$ cat src/rtl/ttt_turn_controller.sv
// ttt_turn_controller
//
// Game-flow sequencer for the tic-tac-toe datapath. It clears the board-state
// block at game start, alternates X and O, validates each tile request against
// the current boards, issues single-cycle move commands, waits for the board
// to show the new mark, then decides win / draw / continue.
//
// Ports:
//   clk          system clock
//   rst          asynchronous, active-high reset
//   start        1-cycle pulse: begin a new game (accepted in any state)
//   move_req     1-cycle pulse: current player requests req_tile
//   req_tile     requested tile 1..9 (tile n <-> board bit 9-n)
//   x_board      X occupancy from the board-state block
//   o_board      O occupancy from the board-state block
//   gs_clear     1-cycle clear strobe to the board-state block
//   gs_move      1-cycle move strobe to the board-state block
//   gs_player    mover for gs_move (1 = X); holds last value
//   gs_tile      tile for gs_move; holds last value
//   turn         player currently to move (1 = X)
//   busy         high in CLEAR, ISSUE, WAIT_ACK, EVAL
//   req_err      1-cycle pulse: request rejected
//   forfeit      1-cycle pulse: turn timed out
//   fault        sticky until start: missing ack or X/O overlap
//   result       00 in progress, 01 X won, 10 O won, 11 draw
//   move_count   accepted moves this game, 0..9
//
// Every output is a register; the combinational process only computes the
// next value of each one.

module ttt_turn_controller #(
   parameter int unsigned TURN_TIMEOUT = 1000000, // 0 disables forfeits
   parameter int unsigned ACK_TIMEOUT  = 8,
   parameter bit          FIRST_PLAYER = 1'b1
) (
   input  logic       clk,
   input  logic       rst,
   input  logic       start,
   input  logic       move_req,
   input  logic [3:0] req_tile,
   input  logic [8:0] x_board,
   input  logic [8:0] o_board,
   output logic       gs_clear,
   output logic       gs_move,
   output logic       gs_player,
   output logic [3:0] gs_tile,
   output logic       turn,
   output logic       busy,
   output logic       req_err,
   output logic       forfeit,
   output logic       fault,
   output logic [1:0] result,
   output logic [3:0] move_count
);

   typedef enum logic [2:0] {
      S_IDLE, S_CLEAR, S_TURN, S_ISSUE, S_WAIT_ACK, S_EVAL, S_OVER, S_FAULT
   } state_t;

   localparam logic [8:0] LINES [8] = '{
      9'b111000000, 9'b000111000, 9'b000000111, 9'b100100100,
      9'b010010010, 9'b001001001, 9'b100010001, 9'b001010100
   };

   // One-hot board bit for a tile; zero for tiles outside 1..9.
   function automatic logic [8:0] tile_mask(input logic [3:0] tile);
      logic [8:0] m;
      m = '0;
      if (tile >= 4'd1 && tile <= 4'd9) m = 9'h100 >> (tile - 4'd1);
      return m;
   endfunction

   function automatic logic has_line(input logic [8:0] b);
      logic hit;
      hit = 1'b0;
      for (int i = 0; i < 8; i++)
         if ((b & LINES[i]) == LINES[i]) hit = 1'b1;
      return hit;
   endfunction

   state_t      state_q, state_d;
   logic [31:0] timer_q, timer_d;     // completed cycles of the current turn
   logic [31:0] ack_cnt_q, ack_cnt_d; // cycles spent in WAIT_ACK
   logic        turn_d, gs_player_d, gs_clear_d, gs_move_d;
   logic        req_err_d, forfeit_d, busy_d, fault_d;
   logic [3:0]  gs_tile_d, move_count_d;
   logic [1:0]  result_d;

   logic [8:0] req_mask;
   logic       req_legal;
   logic       ack_seen;

   assign req_mask  = tile_mask(req_tile);
   assign req_legal = (|req_mask) && !(|(req_mask & (x_board | o_board)));
   assign ack_seen  = |(tile_mask(gs_tile) & (gs_player ? x_board : o_board));

   // NOTE: every variable gets its default before any branch, so no path
   // leaves one unassigned and no latch is inferred.
   always_comb begin
      state_d      = state_q;
      timer_d      = timer_q;
      ack_cnt_d    = ack_cnt_q;
      turn_d       = turn;
      gs_player_d  = gs_player;
      gs_tile_d    = gs_tile;
      result_d     = result;
      move_count_d = move_count;
      gs_clear_d   = 1'b0;
      gs_move_d    = 1'b0;
      req_err_d    = 1'b0;
      forfeit_d    = 1'b0;

      if (start) begin
         // start overrides whatever the current state would have done
         state_d      = S_CLEAR;
         gs_clear_d   = 1'b1;
         turn_d       = FIRST_PLAYER;
         timer_d      = '0;
         ack_cnt_d    = '0;
         result_d     = 2'b00;
         move_count_d = '0;
      end else begin
         unique case (state_q)
            S_IDLE: ;
            S_CLEAR: begin
               state_d = S_TURN;
               timer_d = '0;
            end
            S_TURN: begin
               if (move_req && req_legal) begin
                  gs_player_d = turn;
                  gs_tile_d   = req_tile;
                  gs_move_d   = 1'b1;
                  state_d     = S_ISSUE;
               end else begin
                  // a rejected request neither resets nor pauses the timer
                  req_err_d = move_req;
                  if (TURN_TIMEOUT != 0 && timer_q + 32'd1 >= TURN_TIMEOUT) begin
                     forfeit_d = 1'b1;
                     turn_d    = ~turn;
                     timer_d   = '0;
                  end else begin
                     timer_d = timer_q + 32'd1;
                  end
               end
            end
            S_ISSUE: begin
               state_d   = S_WAIT_ACK;
               ack_cnt_d = '0;
            end
            S_WAIT_ACK: begin
               if (ack_seen) begin
                  move_count_d = move_count + 4'd1;
                  state_d      = S_EVAL;
               end else if (ack_cnt_q + 32'd1 >= ACK_TIMEOUT) begin
                  state_d = S_FAULT;
               end else begin
                  ack_cnt_d = ack_cnt_q + 32'd1;
               end
            end
            S_EVAL: begin
               if ((x_board & o_board) != 9'd0) begin
                  state_d = S_FAULT;
               end else if (has_line(x_board)) begin
                  result_d = 2'b01;
                  state_d  = S_OVER;
               end else if (has_line(o_board)) begin
                  result_d = 2'b10;
                  state_d  = S_OVER;
               end else if ((x_board | o_board) == 9'h1FF) begin
                  result_d = 2'b11;
                  state_d  = S_OVER;
               end else begin
                  turn_d  = ~turn;
                  timer_d = '0;
                  state_d = S_TURN;
               end
            end
            S_OVER:  ;
            S_FAULT: ;
            default: state_d = S_IDLE;
         endcase
      end

      busy_d  = (state_d == S_CLEAR) || (state_d == S_ISSUE) ||
                (state_d == S_WAIT_ACK) || (state_d == S_EVAL);
      fault_d = (state_d == S_FAULT);
   end

   // NOTE: state is updated with non-blocking assignments so every register
   // samples the pre-edge values computed above, independent of ordering.
   always_ff @(posedge clk or posedge rst) begin
      if (rst) begin
         state_q    <= S_IDLE;
         timer_q    <= '0;
         ack_cnt_q  <= '0;
         turn       <= FIRST_PLAYER;
         gs_player  <= 1'b0;
         gs_tile    <= '0;
         result     <= 2'b00;
         move_count <= '0;
         gs_clear   <= 1'b0;
         gs_move    <= 1'b0;
         req_err    <= 1'b0;
         forfeit    <= 1'b0;
         busy       <= 1'b0;
         fault      <= 1'b0;
      end else begin
         state_q    <= state_d;
         timer_q    <= timer_d;
         ack_cnt_q  <= ack_cnt_d;
         turn       <= turn_d;
         gs_player  <= gs_player_d;
         gs_tile    <= gs_tile_d;
         result     <= result_d;
         move_count <= move_count_d;
         gs_clear   <= gs_clear_d;
         gs_move    <= gs_move_d;
         req_err    <= req_err_d;
         forfeit    <= forfeit_d;
         busy       <= busy_d;
         fault      <= fault_d;
      end
   end

endmodule

$ cat config.mk
export PLATFORM = sky130hd
export DESIGN_NAME = ttt_turn_controller
export DESIGN_NICKNAME = d
export VERILOG_FILES = /design/src/rtl/ttt_turn_controller.sv
export SDC_FILE = /design/constraint.sdc
export NUM_CORES = 1
export LEC_CHECK = 0
export CAP_MARGIN = 20
export CORE_MARGIN = 8
export CORE_UTILIZATION = 30
export DETAILED_ROUTE_END_ITERATION = 8
export PLACE_DENSITY = 0.54
export SLEW_MARGIN = 20
export SYNTH_ARGS = -nofsm -noshare
export SYNTH_HDL_FRONTEND = slang
export SYNTH_SLANG_ARGS = --single-unit
$ cat constraint.sdc
create_clock -name clk -period 3.6 [get_ports clk]
set_input_delay 0.54 -clock clk [delete_from_list [all_inputs] [get_ports clk]]
set_output_delay 0.54 -clock clk [all_outputs]
set_load 0.005 [all_outputs]
==> results of run 1 <==
[cell usage after synthesis (all sizes together) (4+ instances only)]
master / count / area share [%]
dfrtp: 84 / 41
nor2: 44 / 3.2
and2: 39 / 4.7
nand3: 33 / 3.2
o21ai: 32 / 3.1
nand2: 26 / 1.9
nor3: 26 / 2.5
and3: 19 / 2.3
inv: 17 / 1.2
nand4: 16 / 2.1
a22o: 15 / 2.5
a21oi: 14 / 1.4
clkbuf: 14 / 1.0
nor4: 14 / 1.7
mux2i: 9 / 1.7
nand2b: 9 / 1.1
mux2: 8 / 1.7
nor2b: 8 / 0.97
o22ai: 8 / 0.97
or4: 8 / 1.2
a31oi: 7 / 0.85
buf: 7 / 0.75
a211oi: 6 / 0.87
ha: 6 / 1.4
or3: 6 / 0.72
xor2: 6 / 1.0
a2111oi: 5 / 0.85
a222oi: 5 / 0.97
and4: 5 / 0.85
nor3b: 5 / 0.72
o211ai: 5 / 0.72
mux4: 4 / 1.7
nor4b: 4 / 0.68
o31ai: 4 / 0.58
xnor2: 4 / 0.68
[sequential cells by signal (all words and copies together) (netlist names), 2 cells and up]
name        count
ack_cnt_q      32
state_q         3
gs_tile         4
move_count      4
timer_q        32
result          2
[kinds of logic after synthesis]
group / count (synthesis) / synth area share, %
xor gates and xnor gates: 10 / 1.69
AOI/OAI and AO/OA: 135 / 18.7
and+or+nand+nor: 269 / 28.9
buffers and inverters: 38 / 3.00
DFF: 85 / 41.1
muxes: 21 / 5.22
adders and majority gates: 6 / 1.45
[how the worst min path moves through the flow]
| stage | end | from | slack [ns] | cells past startpoint |
|---|---|---|---|---|
| 2_1_floorplan | ack_cnt_q[5] | ack_cnt_q[5] | 0.48 | 1 |
| 5_1_grt | ack_cnt_q[3] | ack_cnt_q[3] | 0.56 | 1 |
| 4_1_cts | ack_cnt_q[5] | ack_cnt_q[5] | 0.53 | 1 |
| 3_3_place_gp | ack_cnt_q[4] | ack_cnt_q[4] | 0.50 | 1 |
| 6_report | ack_cnt_q[5] | ack_cnt_q[5] | 0.53 | 1 |
| 3_5_place_dp | ack_cnt_q[5] | ack_cnt_q[5] | 0.51 | 1 |
[metal layers]
layer | part of all wire (%) | vias to the layer above | track usage, %
met1 | 48 | 2278 | 17.3
met3 | 5.0 | 12 | 3.00
met5 | 0 | - | 0
met2 | 46 | 118 | 19.9
met4 | 1.3 | 0 | 4.69
li1 | - | 2291 | -
[final cells by class]
class	instances	share of cell area [%]
multi-input cells	441	45.9
flip-flops and latches	85	33.5
repair buffers	73	10.9
well taps	225	4.44
clock buffers	9	3.55
inverters	17	1.03
clock inverters	7	0.651
[per-stage QoR]
| stage | hold WS [ns] | setup slack (ns) | std cells |
|---|---|---|---|
| detailed placement | 0.510 | -0.204 | 841 |
| CTS | 0.530 | 0.111 | 857 |
| floorplan | 0.483 | 0.400 | 564 |
| finish | 0.526 | 0.161 | 857 |
| global route | 0.564 | 0.00695 | 857 |
| global placement | 0.502 | 0.0136 | 841 |
[timing repair]
item | in CTS | in global routing
resized for setup | 0 | 2
setup endpoints to repair | 0 | 28
setup buffers | 0 | 0
[power by group]
| group | internal (W) | total, W | switching, W | leakage, nW |
|---|---|---|---|---|
| Clock | 0.000463 | 0.000849 | 0.000386 | 0.135 |
| Combinational | 0.000169 | 0.000320 | 0.000152 | 1.28 |
| Sequential | 0.000978 | 0.00102 | 0.0000434 | 1.17 |
[worst max-delay path: stages (launching register included)]
cell	delay, ns
dfrtp_1	0.45
nand4_2	0.18
or4_1	0.67
nor3_1	0.24
o22ai_1	0.09
or4_1	0.53
or4_4	0.58
and3b_4	0.28
buf_12	0.16
and2_1	0.15
==> reports/qor.yml, run 1 <==
synthesis:
  ys.flop_type: "dfrtp_1"
  ys_warn_count: 0
  synth_area_sq_um: 5180
  async_reset_ff_share_pct: 100
  synth_cell_types: 67
  syn_avg_cell_area_sq_um: 9.18
  synth_fp_nets: 596
  synth_edf_count: 0
  ys_ff_latch: 85
  synth_cells: 564
  yosysSeqAreaShare_pct: 41.1
critical_path:
  r2r_setup_slack_ns: 0.16
  cp_data_required_time_ns: 3.84
  cp-end-kind: "flop"
  reg2reg_from: "ack_cnt_q[8]"
  arrival_ns: 3.67
  endpoint: "ack_cnt_q[12]"
  worstReg2RegEnd: "ack_cnt_q[12]"
  path_class: "reg2reg"
  reg2reg_depth: 9
  path_max_fanout: 17
  critPathLaunchType: "flop"
  critical_path.startpoint: "ack_cnt_q[8]"
clock_network:
  cts_tree: "done"
  htreeDepth: 3
  cts.clk_slew.worst_paths_ns: 0.06
  cts_buffer_depth: 2
  cts_buffers: 9
  cts_sinks: 85
  cts_hold_buf: 0
  clk_latency_ns: 0.35
  cts_root_buffer: "clkbuf_16"
placement:
  io_buffers: 43
  place_area_sq_um: 6070
  dp_hpwl_mm: 9.80
  place_congestion: 0.840
global_route:
  grt_pass1_wl_mm: 23.3
  grt_overflow: 0
  grt_max_degree: 47
  grt_antenna_before_repair: 0
  first_global_vias: 4563
  gr-usage-all-layers_pct: 12.9
pwr:
  power_density_nw_per_um2: 345
  power.total_w: 0.00219
  p_leak_nw: 2.58
  peakVddDrop_mv: 0.219
cells_and_area:
  num_antenna_cells: 0
  final_core_util_pct: 37.1
  fill_cells: 1744
  design_area_sq_um: 6340
  area_growth_syn_to_layout_pct: 22.5
  drive_gt1_share_pct: 11.4
  register_area_sq_um: 2130
  mostFrequentLayoutCells: "84 x dfrtp_1, 43 x nor2_1, 43 x clkdlybuf4s50_1, 39 x and2_1, 33 x nand3_1"
  multi_input_area_sq_um: 2910
  layout.cells.most_common: "dfrtp_1"
  num-nets-final: 659
floorplanning:
  design.core.area_sq_um: 17100
  rows: 48
  die_area_sq_um: 21700
  die_width_um: 147
  pin_count: 44
  fp.dieH_um: 147
  initial_core_util_pct: 30.3
sta:
  timing.final.crit_share_pct: 95.5
  setup_violations: 0
  setup_tns_ns: 0
  worst_pin_slew_ns: 0.784
  period_minus_slack_ns: 3.44
  rsz0062_at_grt: "no"
  slew_violations: 0
  skew_ns: 0.00633
  hold_viol_final: 0
  maxSlewHeadroom_pct: 46.4
  fmax_ghz: 0.291
route:
  drt-pass1-iter-count: 5
  drc: 0
  num_vias: 4699
  drtIter0Drc: 391
  finalWirelength_mm: 13.4
  antenna_left: 0
  via_per_inst: 5.48
  wl_per_cell_um: 15.6
hold_path:
  hold_class: "reg2reg"
status:
  status: "complete, no violations"
job:
  maxCapViolations: 0
(Power assumes the default switching activity.)
==> run 2: changes to the inputs <==
--- a/config.mk
+++ b/config.mk
@@ -7,9 +7,9 @@
 export LEC_CHECK = 0
 export CAP_MARGIN = 20
 export CORE_MARGIN = 8
-export CORE_UTILIZATION = 30
+export CORE_UTILIZATION = 45
 export DETAILED_ROUTE_END_ITERATION = 8
-export PLACE_DENSITY = 0.54
+export PLACE_DENSITY = 0.72
 export SLEW_MARGIN = 20
 export SYNTH_ARGS = -nofsm -noshare
 export SYNTH_HDL_FRONTEND = slang
==> run 2 against run 1 <==
Hold slack got worse by 0.0010 ns; utilization rose by 18 points; clock power rose by 16%; routed wire length fell by 4.7%; global-route usage rose by 4.6 points; critical endpoint is now ack_cnt_q[14]; clock skew rose by 0.00051 ns; die area fell by 30%; worst setup slack improved by 0.018 ns; final area fell by 1.4%.
==> reports/qor.yml, run 2 (synthesis gave the netlist of run 1 again) <==
clock_network:
  cts_buffers: 9  # unchanged
  clk_latency_ns: 0.34  # was 0.35 ns
  htreeDepth: 3  # unchanged
  cts_sinks: 85  # unchanged
  cts.clk_slew.worst_paths_ns: 0.06  # about the same
  cts_tree: "done"  # unchanged
  cts_buffer_depth: 2  # unchanged
  cts_root_buffer: "clkbuf_16"  # unchanged
  post_cts_buffers: 0  # unchanged
critical_path:
  critPathLaunchType: "flop"  # unchanged
  reg2reg_from: "ack_cnt_q[8]"  # unchanged
  r2r_setup_slack_ns: 0.18  # was 0.16 ns
  path_class: "reg2reg"  # unchanged
  worstReg2RegEnd: "ack_cnt_q[14]"  # was ack_cnt_q[12]
  arrival_ns: 3.65  # was 3.67 ns
  cp_data_required_time_ns: 3.83  # was 3.84 ns
  reg2reg_depth: 9  # unchanged
  path_max_fanout: 18  # was 17
  cp-end-kind: "flop"  # unchanged
sta:
  period_minus_slack_ns: 3.42  # was 3.44 ns
  worst_pin_slew_ns: 0.831  # was 0.784 ns
  hold_viol_final: 0  # unchanged
  fmax_ghz: 0.292  # was 0.291 GHz
  timing.final.crit_share_pct: 95.0  # was 95.5%
  maxSlewHeadroom_pct: 43.1  # was 46.4%
  setup_violations: 0  # unchanged
  rsz0062_at_grt: "no"  # unchanged
  skew_ns: 0.00685  # was 0.00633 ns
  slew_violations: 0  # unchanged
route:
  drtIter0Drc: 449  # was 391
  drc: 0  # unchanged
  wl_per_cell_um: 16.5  # was 15.6 um
  finalWirelength_mm: 12.7  # was 13.4 mm
  antenna_left: 0  # unchanged
  num_vias: 4701  # was 4699
  via_per_inst: 6.11  # was 5.48
  drt-pass1-iter-count: 5  # unchanged
pwr:
  netSwitchingFraction_pct: 24.2  # was 26.5%
  clkPwrFrac_pct: 42.2  # was 38.8%
  p_leak_nw: 2.60  # was 2.58 nW
  power.total_w: 0.00233  # was 0.00219 W
  intPower_w: 0.00176  # was 0.00161 W
  power_density_nw_per_um2: 372  # was 345 nW/um^2
  peakVddDrop_mv: 0.266  # was 0.219 mV
  seqPwrFrac_pct: 44.0  # was 46.6%
  switching_power_w: 0.000562  # was 0.000581 W
  p_comb_share_pct: 13.8  # was 14.6%
status:
  status: "complete, no violations"  # unchanged
cells_and_area:
  num_antenna_cells: 0  # unchanged
  final_cells: 770  # was 857
  top_regs: "ack_cnt_q (32), timer_q (32)"  # unchanged
  num-nets-final: 655  # was 659
  mostFrequentLayoutCells: "84 x dfrtp_1, 43 x nor2_1, 43 x clkdlybuf4s50_1, 39 x and2_1, 33 x nand3_1"  # unchanged
  drive_gt1_share_pct: 10.7  # was 11.4%
  layout.cells.most_common: "dfrtp_1"  # unchanged
  area_growth_syn_to_layout_pct: 20.8  # was 22.5%
global_route:
  use_met2_pct: 27.3  # was 19.9%
  busiest_layer: "met2"  # unchanged
  grt_max_degree: 45  # was 47
  use_met3_pct: 3.70  # was 3.00%
  use_met1_pct: 23.4  # was 17.3%
  first_global_vias: 4463  # was 4563
  gr-usage-all-layers_pct: 17.5  # was 12.9%
  grt_overflow: 0  # unchanged
  grt_antenna_before_repair: 0  # unchanged
  grt_pass1_wl_mm: 21.7  # was 23.3 mm
placement:
  dp.cells: 755  # was 841
  place_congestion: 0.904  # was 0.840
  io_buffers: 43  # unchanged
  dp_hpwl_mm: 9.07  # was 9.80 mm
hold_path:
  hold_start: "result[1]"  # was ack_cnt_q[5]
  hold_class: "reg2reg"  # unchanged
  whs_path_depth: 2  # was 1
  hold_end: "result[1]"  # was ack_cnt_q[5]
job:
  maxCapViolations: 0  # unchanged
floorplanning:
  initial_core_util_pct: 45.7  # was 30.3%
  die_width_um: 123  # was 147 um
  design.core.area_sq_um: 11300  # was 17100 sq um
  fp.dieH_um: 123  # was 147 um
  die_area_sq_um: 15200  # was 21700 sq um
  rows: 39  # was 48
  pin_count: 44  # unchanged
[run 2: worst max path at each step]
stage | slack [ns] | from | cells past startpoint | to
after floorplan | 0.40 | ack_cnt_q[0] | 11 | ack_cnt_q[0]
after global placement | -0.01 | ack_cnt_q[0] | 11 | ack_cnt_q[20]
after detailed placement | -0.07 | req_tile[0] | 10 | timer_q[4]
after CTS | 0.15 | ack_cnt_q[0] | 11 | ack_cnt_q[6]
after global routing | 0.05 | ack_cnt_q[6] | 9 | ack_cnt_q[11]
final | 0.18 | ack_cnt_q[8] | 9 | ack_cnt_q[14]
[run 2: layout make-up]
cell class,count,area [sq um]
multi-input cells,441,2920
fillers,1002,5060
inverters,17,65.1
repair buffers,69,651
well taps,143,179
clock inverters,5,75.1
flip-flops and latches,85,2130
clock buffers,10,239
[run 2: layer usage]
layer	share of wire, %	wire, um	vias up
met2	46	5880	150
met3	5.9	755	20
met4	1.7	220	0
met1	46	5880	2233
met5	0	0	-
li1	-	-	2298
[run 2: what timing repair did]
item                       CTS  global route
gates resized for setup      1             2
hold buffers                 0             0
setup endpoints to repair   19            31
[run 2: worst max-delay path, cell delays in order, from the launching register on]
cell and delay, ns:
dfrtp_1 0.45, nand4_2 0.20, or4_1 0.66, nor3_1 0.22
o22ai_1 0.09, or4_1 0.53, or4_4 0.58, and3b_4 0.27
buf_12 0.16, and2_1 0.15
[run 2: power groups by stage]
stage / Sequential (W) / Clock [W] / Combinational [W]
after detailed placement: 0.00104 / 0 / 0.000320
final: 0.00102 / 0.000983 / 0.000321
after global routing: 0.00103 / 0.00104 / 0.000351
after floorplan: 0.00102 / 0 / 0.000183
after global placement: 0.00104 / 0 / 0.000314
after CTS: 0.00102 / 0.00100 / 0.000322
[run 2: stage by stage]
step	worst slack (ns)	hold slack (ns)	instance area (sq um)	setup TNS [ns]	util [%]
4_1_cts	0.153	0.529	6240	0	55.2
6_report	0.179	0.525	6260	0	55.3
2_1_floorplan	0.400	0.483	5180	0	-
5_1_grt	0.0451	0.546	6260	0	55.3
3_3_place_gp	-0.00990	0.502	5920	-0.146	52.3
3_5_place_dp	-0.0677	0.512	5920	-1.56	52.3
